<file path="config.mk">
export PLATFORM = sky130hd
export DESIGN_NAME = riscv_mem_arbiter
export DESIGN_NICKNAME = d
export VERILOG_FILES = /design/src/rtl/riscv_mem_arbiter.sv
export SDC_FILE = /design/constraint.sdc
export NUM_CORES = 1
export LEC_CHECK = 0
export CORE_AREA = 2 2 260 262
export DETAILED_ROUTE_END_ITERATION = 6
export DIE_AREA = 0 0 262 264
export SYNTH_ARGS = -nofsm -noshare
export SYNTH_HDL_FRONTEND = slang
export SYNTH_SLANG_ARGS = --single-unit
</file>
<file path="constraint.sdc">
create_clock -name i_riscv_arb_clk -period 2.6 [get_ports i_riscv_arb_clk]
set_input_delay 0.26 -clock i_riscv_arb_clk [delete_from_list [all_inputs] [get_ports i_riscv_arb_clk]]
set_output_delay 0.26 -clock i_riscv_arb_clk [all_outputs]
set_load 0.01 [all_outputs]
</file>
<file path="src/rtl/riscv_mem_arbiter.sv">
`default_nettype none
// ============================================================================
// Module      : riscv_mem_arbiter
// Description : Shares the single main-memory port between the loader (0),
//               D-cache (1) and I-cache (2). Each grant covers one full
//               cache-line burst of BEATS beats. The loader has absolute
//               priority and the two caches alternate round-robin.
// Revision    : 1.0 - initial release
// ============================================================================
module riscv_mem_arbiter #(
  parameter int XLEN  = 64,
  parameter int BEATS = 4
) (
  input  logic              i_riscv_arb_clk,
  input  logic              i_riscv_arb_rst_n,
  input  logic [2:0]        i_riscv_arb_req,
  input  logic [2:0]        i_riscv_arb_we,
  input  logic [3*XLEN-1:0] i_riscv_arb_addr,
  input  logic [3*XLEN-1:0] i_riscv_arb_wdata,
  output logic [2:0]        o_riscv_arb_gnt,
  output logic [2:0]        o_riscv_arb_beat_ack,
  output logic [XLEN-1:0]   o_riscv_arb_rdata,
  output logic [2:0]        o_riscv_arb_done,
  output logic              o_riscv_arb_mem_en,
  output logic              o_riscv_arb_mem_we,
  output logic [XLEN-1:0]   o_riscv_arb_mem_addr,
  output logic [XLEN-1:0]   o_riscv_arb_mem_wdata,
  input  logic [XLEN-1:0]   i_riscv_arb_mem_rdata,
  input  logic              i_riscv_arb_mem_valid
);

  localparam int            LB          = $clog2(BEATS * 8);
  localparam int            BW          = LB - 3;
  localparam logic [BW-1:0] C_LAST_BEAT = BW'(BEATS - 1);

  typedef enum logic [1:0] {
    S_IDLE  = 2'd0,
    S_ISSUE = 2'd1,
    S_WAIT  = 2'd2
  } state_t;

  state_t          r_state,      w_state_nxt;
  logic [1:0]      r_owner,      w_owner_nxt;
  logic [2:0]      r_gnt,        w_gnt_nxt;
  logic            r_we,         w_we_nxt;
  logic [XLEN-1:0] r_base,       w_base_nxt;
  logic [BW-1:0]   r_beat,       w_beat_nxt;
  // 1 means the I-cache wins a tie against the D-cache.
  logic            r_rr_icache,  w_rr_icache_nxt;
  // Command fields captured in ISSUE so they hold steady while waiting.
  logic            r_cmd_we,     w_cmd_we_nxt;
  logic [XLEN-1:0] r_cmd_addr,   w_cmd_addr_nxt;
  logic [XLEN-1:0] r_cmd_wdata,  w_cmd_wdata_nxt;

  logic [1:0]      w_win;
  logic            w_win_we;
  logic [XLEN-1:0] w_win_addr;
  logic [XLEN-1:0] w_own_wdata;
  logic [BW-1:0]   w_line_idx;
  logic [XLEN-1:0] w_beat_addr;
  logic            w_ack;
  logic            w_last;

  // Beat index wraps inside the line, giving critical-word-first order.
  assign w_line_idx  = r_base[LB-1:3] + r_beat;
  assign w_beat_addr = {r_base[XLEN-1:LB], w_line_idx, 3'b000};
  assign w_ack       = (r_state == S_WAIT) && i_riscv_arb_mem_valid;
  assign w_last      = (r_beat == C_LAST_BEAT);

  // Pick the arbitration winner and select per-requester slices.
  always_comb begin
    w_win       = 2'd2;
    w_win_we    = 1'b0;
    w_win_addr  = '0;
    w_own_wdata = '0;
    if (i_riscv_arb_req[0]) begin
      w_win = 2'd0;
    end else if (i_riscv_arb_req[1] && i_riscv_arb_req[2]) begin
      w_win = r_rr_icache ? 2'd2 : 2'd1;
    end else if (i_riscv_arb_req[1]) begin
      w_win = 2'd1;
    end
    case (w_win)
      2'd0:    begin w_win_we = i_riscv_arb_we[0]; w_win_addr = i_riscv_arb_addr[0 +: XLEN]; end
      2'd1:    begin w_win_we = i_riscv_arb_we[1]; w_win_addr = i_riscv_arb_addr[XLEN +: XLEN]; end
      default: begin w_win_we = i_riscv_arb_we[2]; w_win_addr = i_riscv_arb_addr[2*XLEN +: XLEN]; end
    endcase
    case (r_owner)
      2'd0:    w_own_wdata = i_riscv_arb_wdata[0 +: XLEN];
      2'd1:    w_own_wdata = i_riscv_arb_wdata[XLEN +: XLEN];
      default: w_own_wdata = i_riscv_arb_wdata[2*XLEN +: XLEN];
    endcase
  end

  // Next-state logic for the burst FSM and its bookkeeping registers.
  always_comb begin
    w_state_nxt     = r_state;
    w_owner_nxt     = r_owner;
    w_gnt_nxt       = r_gnt;
    w_we_nxt        = r_we;
    w_base_nxt      = r_base;
    w_beat_nxt      = r_beat;
    w_rr_icache_nxt = r_rr_icache;
    w_cmd_we_nxt    = r_cmd_we;
    w_cmd_addr_nxt  = r_cmd_addr;
    w_cmd_wdata_nxt = r_cmd_wdata;
    case (r_state)
      S_IDLE: begin
        if (|i_riscv_arb_req) begin
          w_owner_nxt = w_win;
          w_gnt_nxt   = 3'b001 << w_win;
          w_we_nxt    = w_win_we;
          w_base_nxt  = w_win_addr;
          w_beat_nxt  = '0;
          w_state_nxt = S_ISSUE;
        end
      end
      S_ISSUE: begin
        w_cmd_we_nxt    = r_we;
        w_cmd_addr_nxt  = w_beat_addr;
        w_cmd_wdata_nxt = w_own_wdata;
        w_state_nxt     = S_WAIT;
      end
      S_WAIT: begin
        if (i_riscv_arb_mem_valid) begin
          if (w_last) begin
            w_beat_nxt  = '0;
            w_gnt_nxt   = 3'b000;
            w_state_nxt = S_IDLE;
            if (r_owner == 2'd1) w_rr_icache_nxt = 1'b1;
            if (r_owner == 2'd2) w_rr_icache_nxt = 1'b0;
          end else begin
            w_beat_nxt  = r_beat + BW'(1);
            w_state_nxt = S_ISSUE;
          end
        end
      end
      default: w_state_nxt = S_IDLE;
    endcase
  end

  // State register; reset abandons any burst in flight.
  always_ff @(posedge i_riscv_arb_clk or negedge i_riscv_arb_rst_n) begin
    if (!i_riscv_arb_rst_n) begin
      r_state     <= S_IDLE;
      r_owner     <= 2'd0;
      r_gnt       <= 3'b000;
      r_we        <= 1'b0;
      r_base      <= '0;
      r_beat      <= '0;
      r_rr_icache <= 1'b0;
      r_cmd_we    <= 1'b0;
      r_cmd_addr  <= '0;
      r_cmd_wdata <= '0;
    end else begin
      r_state     <= w_state_nxt;
      r_owner     <= w_owner_nxt;
      r_gnt       <= w_gnt_nxt;
      r_we        <= w_we_nxt;
      r_base      <= w_base_nxt;
      r_beat      <= w_beat_nxt;
      r_rr_icache <= w_rr_icache_nxt;
      r_cmd_we    <= w_cmd_we_nxt;
      r_cmd_addr  <= w_cmd_addr_nxt;
      r_cmd_wdata <= w_cmd_wdata_nxt;
    end
  end

  assign o_riscv_arb_gnt       = r_gnt;
  assign o_riscv_arb_beat_ack  = w_ack ? r_gnt : 3'b000;
  assign o_riscv_arb_done      = (w_ack && w_last) ? r_gnt : 3'b000;
  assign o_riscv_arb_rdata     = (w_ack && !r_we) ? i_riscv_arb_mem_rdata : '0;
  assign o_riscv_arb_mem_en    = (r_state == S_ISSUE);
  assign o_riscv_arb_mem_we    = (r_state == S_ISSUE) ? r_we        : r_cmd_we;
  assign o_riscv_arb_mem_addr  = (r_state == S_ISSUE) ? w_beat_addr : r_cmd_addr;
  assign o_riscv_arb_mem_wdata = (r_state == S_ISSUE) ? w_own_wdata : r_cmd_wdata;

endmodule
`default_nettype wire
</file>
# Word-level counts from Yosys, hierarchy flattened
# Cells that the tools add are included.
# op_classes
n_eq_ne,9
addsub,2
reduce_logical,16
n_mux,27
n_shift,1
# ops
cell,count
one-hot mux 64 bit (2 select lines),2
2-to-1 mux 64 bit,3
2-to-1 mux 2 bit,9
2-to-1 mux 3 bit,5
AND reduction 4 bit,2
"equality test 2 x 1 -> 1 bit, second input constant",3
"equality test 2 bit, second input constant",3
zero test 2 bit,3
"inequality test 2 bit, second input constant",3
one-hot mux 2 bit (3 select lines),1
one-hot mux 3 bit (2 select lines),1
logical AND 1 bit,4
2-to-1 mux 1 bit,4
one-hot mux 2 bit (2 select lines),1
AND reduction 2 bit,2
nonzero test 2 bit,2
AND reduction 3 bit,1
OR reduction 3 bit,1
"<< shifter 1 x 2 -> 3 bit, first input constant",1
"adder 2 x 1 -> 2 bit, second input constant",1
adder 2 bit,1
one-hot mux 1 bit (2 select lines),1
zero test 1 bit,1
# word_totals
elab_cells,65
inputBits,457
reg_bits,204

# Logic depth before layout (Yosys ltp)
# Gate-level depths: netlist of run 1.
# logic_depth
depth_word,6
ltp_mapped,7
mapped_depth_nobuf,5

# Worst setup path before layout of run 1
# No wires, ideal clock.
# synth_path
path_type,reg-to-output
from,reg r_owner[0]
to,out o_riscv_arb_mem_wdata[10]
n_path_buf,1
setup_slack_ns,0.721
path_stages_with_launch,7
t_arrival_ns,1.619
path_cell_list,dfrtp_1 inv_1 ha_1 nor2_1 clkbuf_1 nand2_1 a31oi_1
# synth_between
elab_chain_cells,3
elab_cells_between_ends,4
cone_classes,eq/ne: 1; mux: 2; reduce/logical: 1
# synth_rtl
element,line_no,text
start: declaration,43,"logic [1:0] r_owner, w_owner_nxt;"
start signal: assignment,157,r_owner <= w_owner_nxt;
equality test 2 x 1 -> 1 bit or zero test 2 bit (tied branches),88,case (r_owner)
one-hot mux 64 bit (2 select lines) *,88,
2-to-1 mux 64 bit *,176,assign o_riscv_arb_mem_wdata = (r_state == S_ISSUE) ? w_own_wdata : r_cmd_wdata;
end: declaration,27,"output logic [XLEN-1:0] o_riscv_arb_mem_wdata,"
# Every way passes the cells marked *; elsewhere a longest branch is shown, timed or not.

# Worst setup path in the final report of run 1
# layout_path
from,reg r_state[0]
to,out o_riscv_arb_mem_wdata[36]
# layout_between
elab_chain_cells,2
# layout_rtl
element,line_no,text
start: declaration,42,"state_t r_state, w_state_nxt;"
start signal: assignment,156,r_state <= w_state_nxt;
equality test 2 x 1 -> 1 bit,176,
2-to-1 mux 64 bit,176,
# Every way passes these cells.

==> results by stage, run 1 <==
Route:
- The per-cell routed wire length is 21.9 um.
- The count of antenna-violating nets left after detailed routing is 0.
- The highest layer touched by signal routing is met4.
- The wire length on met1 is 23.8 mm.
- The detailed-route vias per instance is 4.27.
- The detailed router finished its first iteration with 499 violations.
- The routed design has 58.3 mm of wire.
- The routed design uses 4.75 mm of met3 wire.
- After detailed routing, the number of remaining DRC violations is 0.
- The routed layout has 11400 vias.
- The first detailed-routing pass ran for 4 iterations.
- After detailed routing, the met2 layer carries 28.4 mm of wire.

Floorplanning:
- The number of top-level design ports is 660.
- The die outline area is 69200 um2.
- The number of standard-cell rows in the floorplan is 95.
- The overall die height is 264 um.
- The die is 262 um wide.
- The initial cell density of the core is 15.0%.
- After floorplanning, the core was sized to cover 66600 um2.

Worst setup path:
- The reg-to-reg critical path startpoint is r_owner[0].
- The critical path start-end classification is reg -> out.
- In this run the worst path has a maximum fanout of 22.
- The critical path launch point type is a flip-flop.
- The data arrival time of the critical path is 2.31 ns.
- The launch point of the worst path is r_state[0].
- At the worst endpoint, the required time is 2.34 ns.
- STA classifies the critical path endpoint as an output pin.

Timing:
- Setup repair after global routing could not meet its margin everywhere.
- The smallest clock period supported by the final layout is computed as 2.57 ns.
- The final count of hold timing violations is 0.
- The setup TNS is 0 ns.
- Setup slack closes at 0.0261 ns.
- On the final layout, the worst clock skew is 0.0189 ns.
- The count of final max-slew check failures is 0.
- The final worst-path cycle share is 99.0%.
- For the pin with the worst max-slew slack, the measured transition is 0.716 ns.
- In this run the tightest slew margin relative to its limit is 52.3%.
- Based on the critical path, the design can be clocked at up to 389 MHz.
- The final number of setup-violating endpoints is 0.

Min path:
- The worst min-delay path startpoint is i_riscv_arb_req[0].
- The worst hold path belongs to the class in -> reg.

CTS:
- TritonCTS built the clock tree.
- The TritonCTS buffer count is 25.
- The cell at the root of the clock tree is clkbuf_16.
- After clock tree synthesis, the clock-pin slew on the worst setup and hold paths is 0.06 ns.
- The clock passes through at most 3 buffers.
- The number of H-tree levels is 1.
- Clock tree synthesis found a total of 201 sinks.
- Clock latency on the worst-skew pair, taken at its later pin, is 0.55 ns.

Cells and area:
- Cells with a size suffix above 1 make up 16.1% of the layout.
- Leaving out fill and tap cells, the most frequent cells in the layout are clkdlybuf4s50_1, nand2_1, dfrtp_1.
- The layout filler cell count is 6905.
- In the final design database the tool counted 2230 nets.
- The synthesis-to-finish area growth is 101%.
- The library cell used most frequently in the layout, excluding fill and tap cells, is clkdlybuf4s50_1.

Power:
- The analysis attributes to cell leakage a power of 9.04 nW.
- The peak supply drop is 0.000404 V.
- The power density normalized to cell area is 1170 nW/um2.

Global route:
- The initial antenna violation count is 2.
- Across every metal layer, demand over resource in global routing totals 15.9%.
- The first global-routing pass estimated 81.3 mm of wire.
- The number of global-route vias before repair is 11800.
- The aggregate global routing overflow is 0.
- The maximum number of pins on one net before global-route repair is 64.

Logic synthesis:
- Summing the areas of all and, or, nand and nor instances in the mapped netlist gives 20.8% of the synthesized area.
- The cell taking the most area after synthesis is dfrtp_1.
- After synthesis, the cell types taking the most area are dfrtp_1, nand2_1, mux2i_1, a22oi_1, o211ai_1.
- Summing the areas of all fa, ha and maj instances in the mapped netlist gives 0.626% of the synthesized area.
- Of the post-synthesis cell area, the part taken by muxes is 6.41%.
- Of the total synthesized cell area, the portion taken by XOR and XNOR cells is 0.175%.
- After synthesis, the largest family of logic cells by area is simple AND/OR/NAND/NOR gates.
- The synthesized netlist occupies a cell area of 10000 um2.
- The synthesized netlist cell count is 1107.
- The number of flip-flops and latches in the synthesized netlist is 201.
- The total of warnings raised by yosys is 0.
- The mean area per synthesized cell is 9.03 um2.
- The net count after synthesis is 1569.
- The compound-gate portion of the synthesized area is 17.5%.
- The unique cell type count in the Yosys netlist is 34.
- The share of synthesized area in the top cell type comes to 50.3%.
- Sequential elements use 50.3% of the synthesized area.

Placed design:
- The congestion estimate from routability-driven global placement came to 0.879.
- Summed over all nets, the half-perimeter wirelength after detailed placement is 41.3 mm.
- The minimum setup slack after placement is -0.0216 ns.
- During placement, the flow inserted port buffers numbering 650.

Run:
- The count of maximum capacitance violations is 0.

Run status:
- The flow ran to the end, and the final reports show no timing, DRC or antenna violations.
[power breakdown]
group          total (mW)  switching, mW  leakage (nW)  internal, mW
clock network        3.74           1.39         0.431          2.35
registers            5.15          0.551          2.43          4.60
logic                14.7           7.98          6.19          6.70
[worst max-delay path, cell delays in order (launching register included)]
cell and delay [ns]:
dfrtp_1 0.39, buf_4 0.15, nand2b_4 0.15, clkinv_8 0.16
buf_4 0.19, clkbuf_16 0.21, a31oi_4 0.25, clkdlybuf4s15_2 0.26
[registers in the layout (all words and copies together) (netlist names)]
register and flops:
r_cmd_addr 64, r_cmd_wdata 64, r_base 61, o_riscv_arb_gnt 3
r_beat 2, r_owner 2, r_state 2, r_cmd_we 1
r_rr_icache 1, r_we 1
[cell families (layout without fill, tap and decap cells)]
group	Yosys count	in the layout
fa+ha+maj	5	5
flops	201	201
buf+inv	101	778
simple gates	467	467
xor+xnor	2	2
other cells	0	1
compound gates	267	267
mux	64	64
[worst paths after layout]
path | cells after the start | slack, ns | to
setup reg to reg | 9 | 0.63 | r_cmd_wdata[38]
max in group asynchronous | 3 | 1.61 | r_base[43]
hold / removal | 3 | 0.13 | o_riscv_arb_gnt[0]
min in group asynchronous | 2 | 0.26 | r_cmd_wdata[59]
setup / recovery | 7 | 0.03 | o_riscv_arb_mem_wdata[36]
hold reg to reg | 2 | 0.46 | r_cmd_addr[60]
[cell type report]
cell class / count / area, um2 / area share (%)
antenna: 1 / 2.50 / 0.0124
clock buffer: 35 / 733 / 3.65
inverter: 5 / 31.3 / 0.156
timing repair buffer: 730 / 7700 / 38.3
multi-input combinational: 805 / 5380 / 26.8
sequential: 201 / 5030 / 25.0
tap: 873 / 1090 / 5.43
clock inverter: 8 / 146 / 0.728
[repair_timing]
action	4_1_cts	5_1_grt
setup endpoints to repair	147	111
hold endpoints to repair	51	0
gates resized for setup	438	96
hold buffers	1	0
pin swaps	43	18
setup buffers	28	6
cloned	10	3
[synth_stat cells, drive strengths merged]
| master | number |
|---|---|
| a21boi | 2 |
| a21o | 1 |
| a21oi | 3 |
| a22oi | 65 |
| a311o | 1 |
| a31oi | 64 |
| and2 | 70 |
| and3 | 3 |
| and3b | 1 |
| buf | 28 |
| clkbuf | 68 |
| dfrtp | 201 |
| ha | 5 |
| inv | 5 |
| mux2i | 64 |
| nand2 | 251 |
| nand2b | 4 |
| nand3 | 63 |
| nand3b | 1 |
| nor2 | 68 |
| nor3 | 1 |
| nor3b | 1 |
| nor4b | 2 |
| o211ai | 62 |
| o21ai | 69 |
| or2 | 1 |
| or3 | 1 |
| xnor2 | 1 |
| xor2 | 1 |
[layer usage]
layer  global-route usage, %  vias to the layer above
met4                    3.88                        0
met5                       0                        -
met2                    27.6                      528
met3                    3.49                       69
met1                    19.8                     5550
li1                        -                     5205
[per-stage QoR]
stage | instances | hold slack [ns] | cell area (um2) | util, % | power, mW
6_report | 2658 | 0.128 | 20100 | 30.2 | 23.6
5_1_grt | 2658 | 0.120 | 20100 | 30.2 | 25.1
4_1_cts | 2651 | 0.0910 | 19700 | 29.7 | 23.8
3_5_place_dp | 2569 | 0.240 | 17800 | 26.8 | 17.5
3_3_place_gp | 2569 | 0.234 | 17800 | 26.8 | 17.4
2_1_floorplan | 1107 | -0.0356 | 10000 | - | 10.0
Note: power is estimated with default switching activity, not from simulation.
==> run 2: changes to the inputs <==
HOLD_SLACK_MARGIN = 0.1   (was not set)
==> run 2 against run 1 <==
Clock skew increased by 0.0010 ns. Sequential power is essentially flat. Hold slack improved by 0.13 ns. Count of clock-buffer cells in the layout unchanged. First-iteration DRC count fell by 4.8%. Core utilization about the same. Non-clock buffer count up 1. Sequential cell count unchanged.
==> results by stage, run 2 (same netlist as run 1, synthesis figures left out) <==
Power:
- The clock share of power is 15.8% (was 15.9%).
- The leakage power figure came to 9.05 nW (was 9.04 nW).
- The combinational group share of total power was 62.3% (about the same).
- The power density normalized to cell area is 1170 nW/um2 (about the same).
- The peak supply drop is 0.000404 V (about the same).
- The switching power as a share of total power is 42.1% (about the same).
- The total internal power is 13.7 mW (about the same).
- The switching power is 9.92 mW (about the same).
- The post-route total power is 23.6 mW (about the same).
- The share of power burned in registers came to 21.9% (about the same).

Global route:
- The initial antenna violation count is 2 (unchanged).
- The total global routing track utilization is 15.9% (about the same).
- The maximum number of pins on one net before global-route repair is 64 (unchanged).
- The number of global-route vias before repair is 11900 (was 11800).
- The wire length of the first global-routing pass was 81.4 mm (was 81.3 mm).
- The aggregate global routing overflow is 0 (unchanged).

CTS:
- The CTS tree is yes (unchanged).
- The maximum number of buffers from clock root to sink was 3 (unchanged).
- The cell at the root of the clock tree is clkbuf_16 (unchanged).
- The clock-pin slew on the worst setup and hold paths is 0.06 ns (about the same).
- The number of H-tree levels is 1 (unchanged).
- The TritonCTS buffer count is 25 (unchanged).
- The clock latency on the worst-skew pair is 0.55 ns (about the same).
- The TritonCTS sink count is 201 (unchanged).

Timing:
- The count of final max-slew check failures was 0 (unchanged).
- The maximum clock frequency was 387 MHz (was 389 MHz).
- The worst slew margin relative to its limit was 52.5% (was 52.3%).
- The slew of the pin with the lowest slew margin is 0.713 ns (was 0.716 ns).
- The final number of setup-violating endpoints is 0 (unchanged).
- The final count of hold timing violations is 0 (unchanged).
- The final worst-path cycle share is 99.4% (was 99.0%).
- Setup repair after global routing missed its margin: true (unchanged).
- The post-route minimum period is 2.58 ns (was 2.57 ns).
- The slack of the critical path is 0.0154 ns (was 0.0261 ns).
- The worst setup skew after layout is 0.0199 ns (was 0.0189 ns).

Route:
- The number of iterations in the first detailed-routing pass is 6 (was 4).
- The first-iteration detailed-routing DRC count is 475 (was 499).
- The count of antenna-violating nets left after detailed routing is 0 (unchanged).
- The per-cell routed wire length came to 21.9 um (about the same).
- The detailed-route vias per instance came to 4.25 (was 4.27).
- The sum of routed wire length over all layers is 58.2 mm (was 58.3 mm).
- The number of remaining DRC errors is 0 (unchanged).
- The detailed-route via count came to 11300 (was 11400).

Floorplanning:
- The initial cell density of the core is 15.0% (unchanged).
- The placeable core region was 66600 um2 (unchanged).
- The chip width is 262 um (unchanged).
- The die outline area is 69200 um2 (unchanged).
- The number of standard-cell rows in the floorplan came to 95 (unchanged).
- The overall die height is 264 um (unchanged).
- The number of top-level design ports is 660 (unchanged).

Cells and area:
- Largest registers ranked by flip-flop count: r_cmd_addr (64), r_cmd_wdata (64), r_base (61) (unchanged).
- The layout filler cell count was 6905 (unchanged).
- The most common cell after layout, fill and taps aside is clkdlybuf4s50_1 (unchanged).
- The share of final-layout standard cells stronger than drive strength 1 is 16.1% (about the same).
- The register cell area after layout is 5030 um2 (unchanged).
- The area taken by multi-input logic gates came to 5380 um2 (unchanged).
- The final net count is 2231 (was 2230).
- Top library cells by usage in the layout, fill and taps aside: clkdlybuf4s50_1, nand2_1, dfrtp_1 (unchanged).
- The synthesis-to-finish area growth came to 101% (about the same).

Worst setup path:
- The cell count of the worst reg-to-reg path is 9 (unchanged).
- The largest driver fanout on the critical path came to 22 (unchanged).
- The reg-to-reg critical path startpoint is r_owner[0] (unchanged).
- The kind of capture point of the worst setup path is an output pin (unchanged).
- The critical path launch point type was a flip-flop (unchanged).
- The reg2reg setup slack was 0.62 ns (was 0.63 ns).
- The endpoint of the lowest-slack register-to-register path is r_cmd_wdata[38] (unchanged).
- The critical path start-end classification was reg -> out (unchanged).
- The data arrival time of the critical path is 2.32 ns (was 2.31 ns).
- The required time of the worst setup path is 2.34 ns (about the same).

Placed design:
- The final estimated routing congestion in global placement came to 0.879 (unchanged).
- The minimum setup slack after placement is -0.0216 ns (unchanged).
- The half-perimeter wire length of the detailed placement result is 41.3 mm (unchanged).
- The number of buffers added on ports is 650 (unchanged).

Min path:
- The path category of the worst min-delay check is in -> async (was in -> reg).

Run:
- The count of maximum capacitance violations came to 0 (unchanged).

Run status:
- Status: completed (unchanged).
[run 2: cell types whose count changed in the layout (fill, tap and decap cells not counted)]
cell / previous run / this run
dlygate4sd3_1: 1 / 2
[run 2: power by group through the flow]
stage	sequential (mW)	clock, mW	combinational (mW)
2_1_floorplan	5.04	0	4.97
3_3_place_gp	5.14	0	12.3
3_5_place_dp	5.19	0	12.3
4_1_cts	5.14	3.88	14.7
5_1_grt	5.29	3.99	15.8
6_report	5.16	3.74	14.7
[run 2: worst max-delay path by stage]
stage / start / endpoint / slack, ns / depth (start not counted)
2_1_floorplan: r_owner[0] / o_riscv_arb_mem_wdata[10] / 0.72 / 6
3_3_place_gp: i_riscv_arb_mem_valid / o_riscv_arb_rdata[30] / -0.006 / 6
3_5_place_dp: i_riscv_arb_mem_valid / o_riscv_arb_rdata[30] / -0.02 / 6
4_1_cts: r_owner[0] / o_riscv_arb_mem_wdata[45] / -0.08 / 9
5_1_grt: r_owner[0] / o_riscv_arb_mem_wdata[36] / -0.06 / 8
6_report: r_state[0] / o_riscv_arb_mem_wdata[36] / 0.02 / 7
[run 2: what timing repair did]
| item | CTS | global route |
|---|---|---|
| setup buffers | 28 | 6 |
| cloned | 10 | 3 |
| hold buffers | 2 | 0 |
| endpoints found under the hold margin | 95 | 0 |
| endpoints found under the setup margin | 147 | 111 |
| gates resized for setup | 438 | 96 |
| pin swaps | 43 | 18 |
[run 2: area by class of cell]
type                            instances  share of cell area, %
Antenna cell                            1                 0.0124
Multi-Input combinational cell        805                   26.7
Tap cell                              873                   5.43
Inverter                                5                  0.155
Clock buffer                           35                   3.64
Timing Repair Buffer                  731                   38.3
Clock inverter                          8                  0.727
Sequential cell                       201                   25.0
[run 2: through the flow]
| stage | TNS, ns | cell area (um2) | util, % | hold slack (ns) | std cells |
|---|---|---|---|---|---|
| after global placement | -0.00593 | 17800 | 26.8 | 0.234 | 2569 |
| after detailed placement | -0.0216 | 17800 | 26.8 | 0.240 | 2569 |
| final | 0 | 20100 | 30.2 | 0.261 | 2659 |
| after CTS | -1.68 | 19800 | 29.7 | 0.253 | 2652 |
| after global routing | -0.201 | 20100 | 30.2 | 0.284 | 2659 |
| after floorplan | 0 | 10000 | - | -0.0356 | 1107 |
[run 2: layer usage]
metal	vias to the layer above	GRT usage [%]	share of wire [%]
li1	5208	-	-
met1	5526	19.8	41
met2	515	27.6	49
met3	65	3.49	8.1
met4	0	3.88	2.3
met5	-	0	0
[run 2: critical path: stages, from the launching register on]
cell and delay (ns):
dfrtp_1 0.39, buf_4 0.15, nand2b_4 0.15, clkinv_8 0.16, buf_4 0.19, clkbuf_16 0.21, a31oi_4 0.26, clkdlybuf4s15_2 0.27
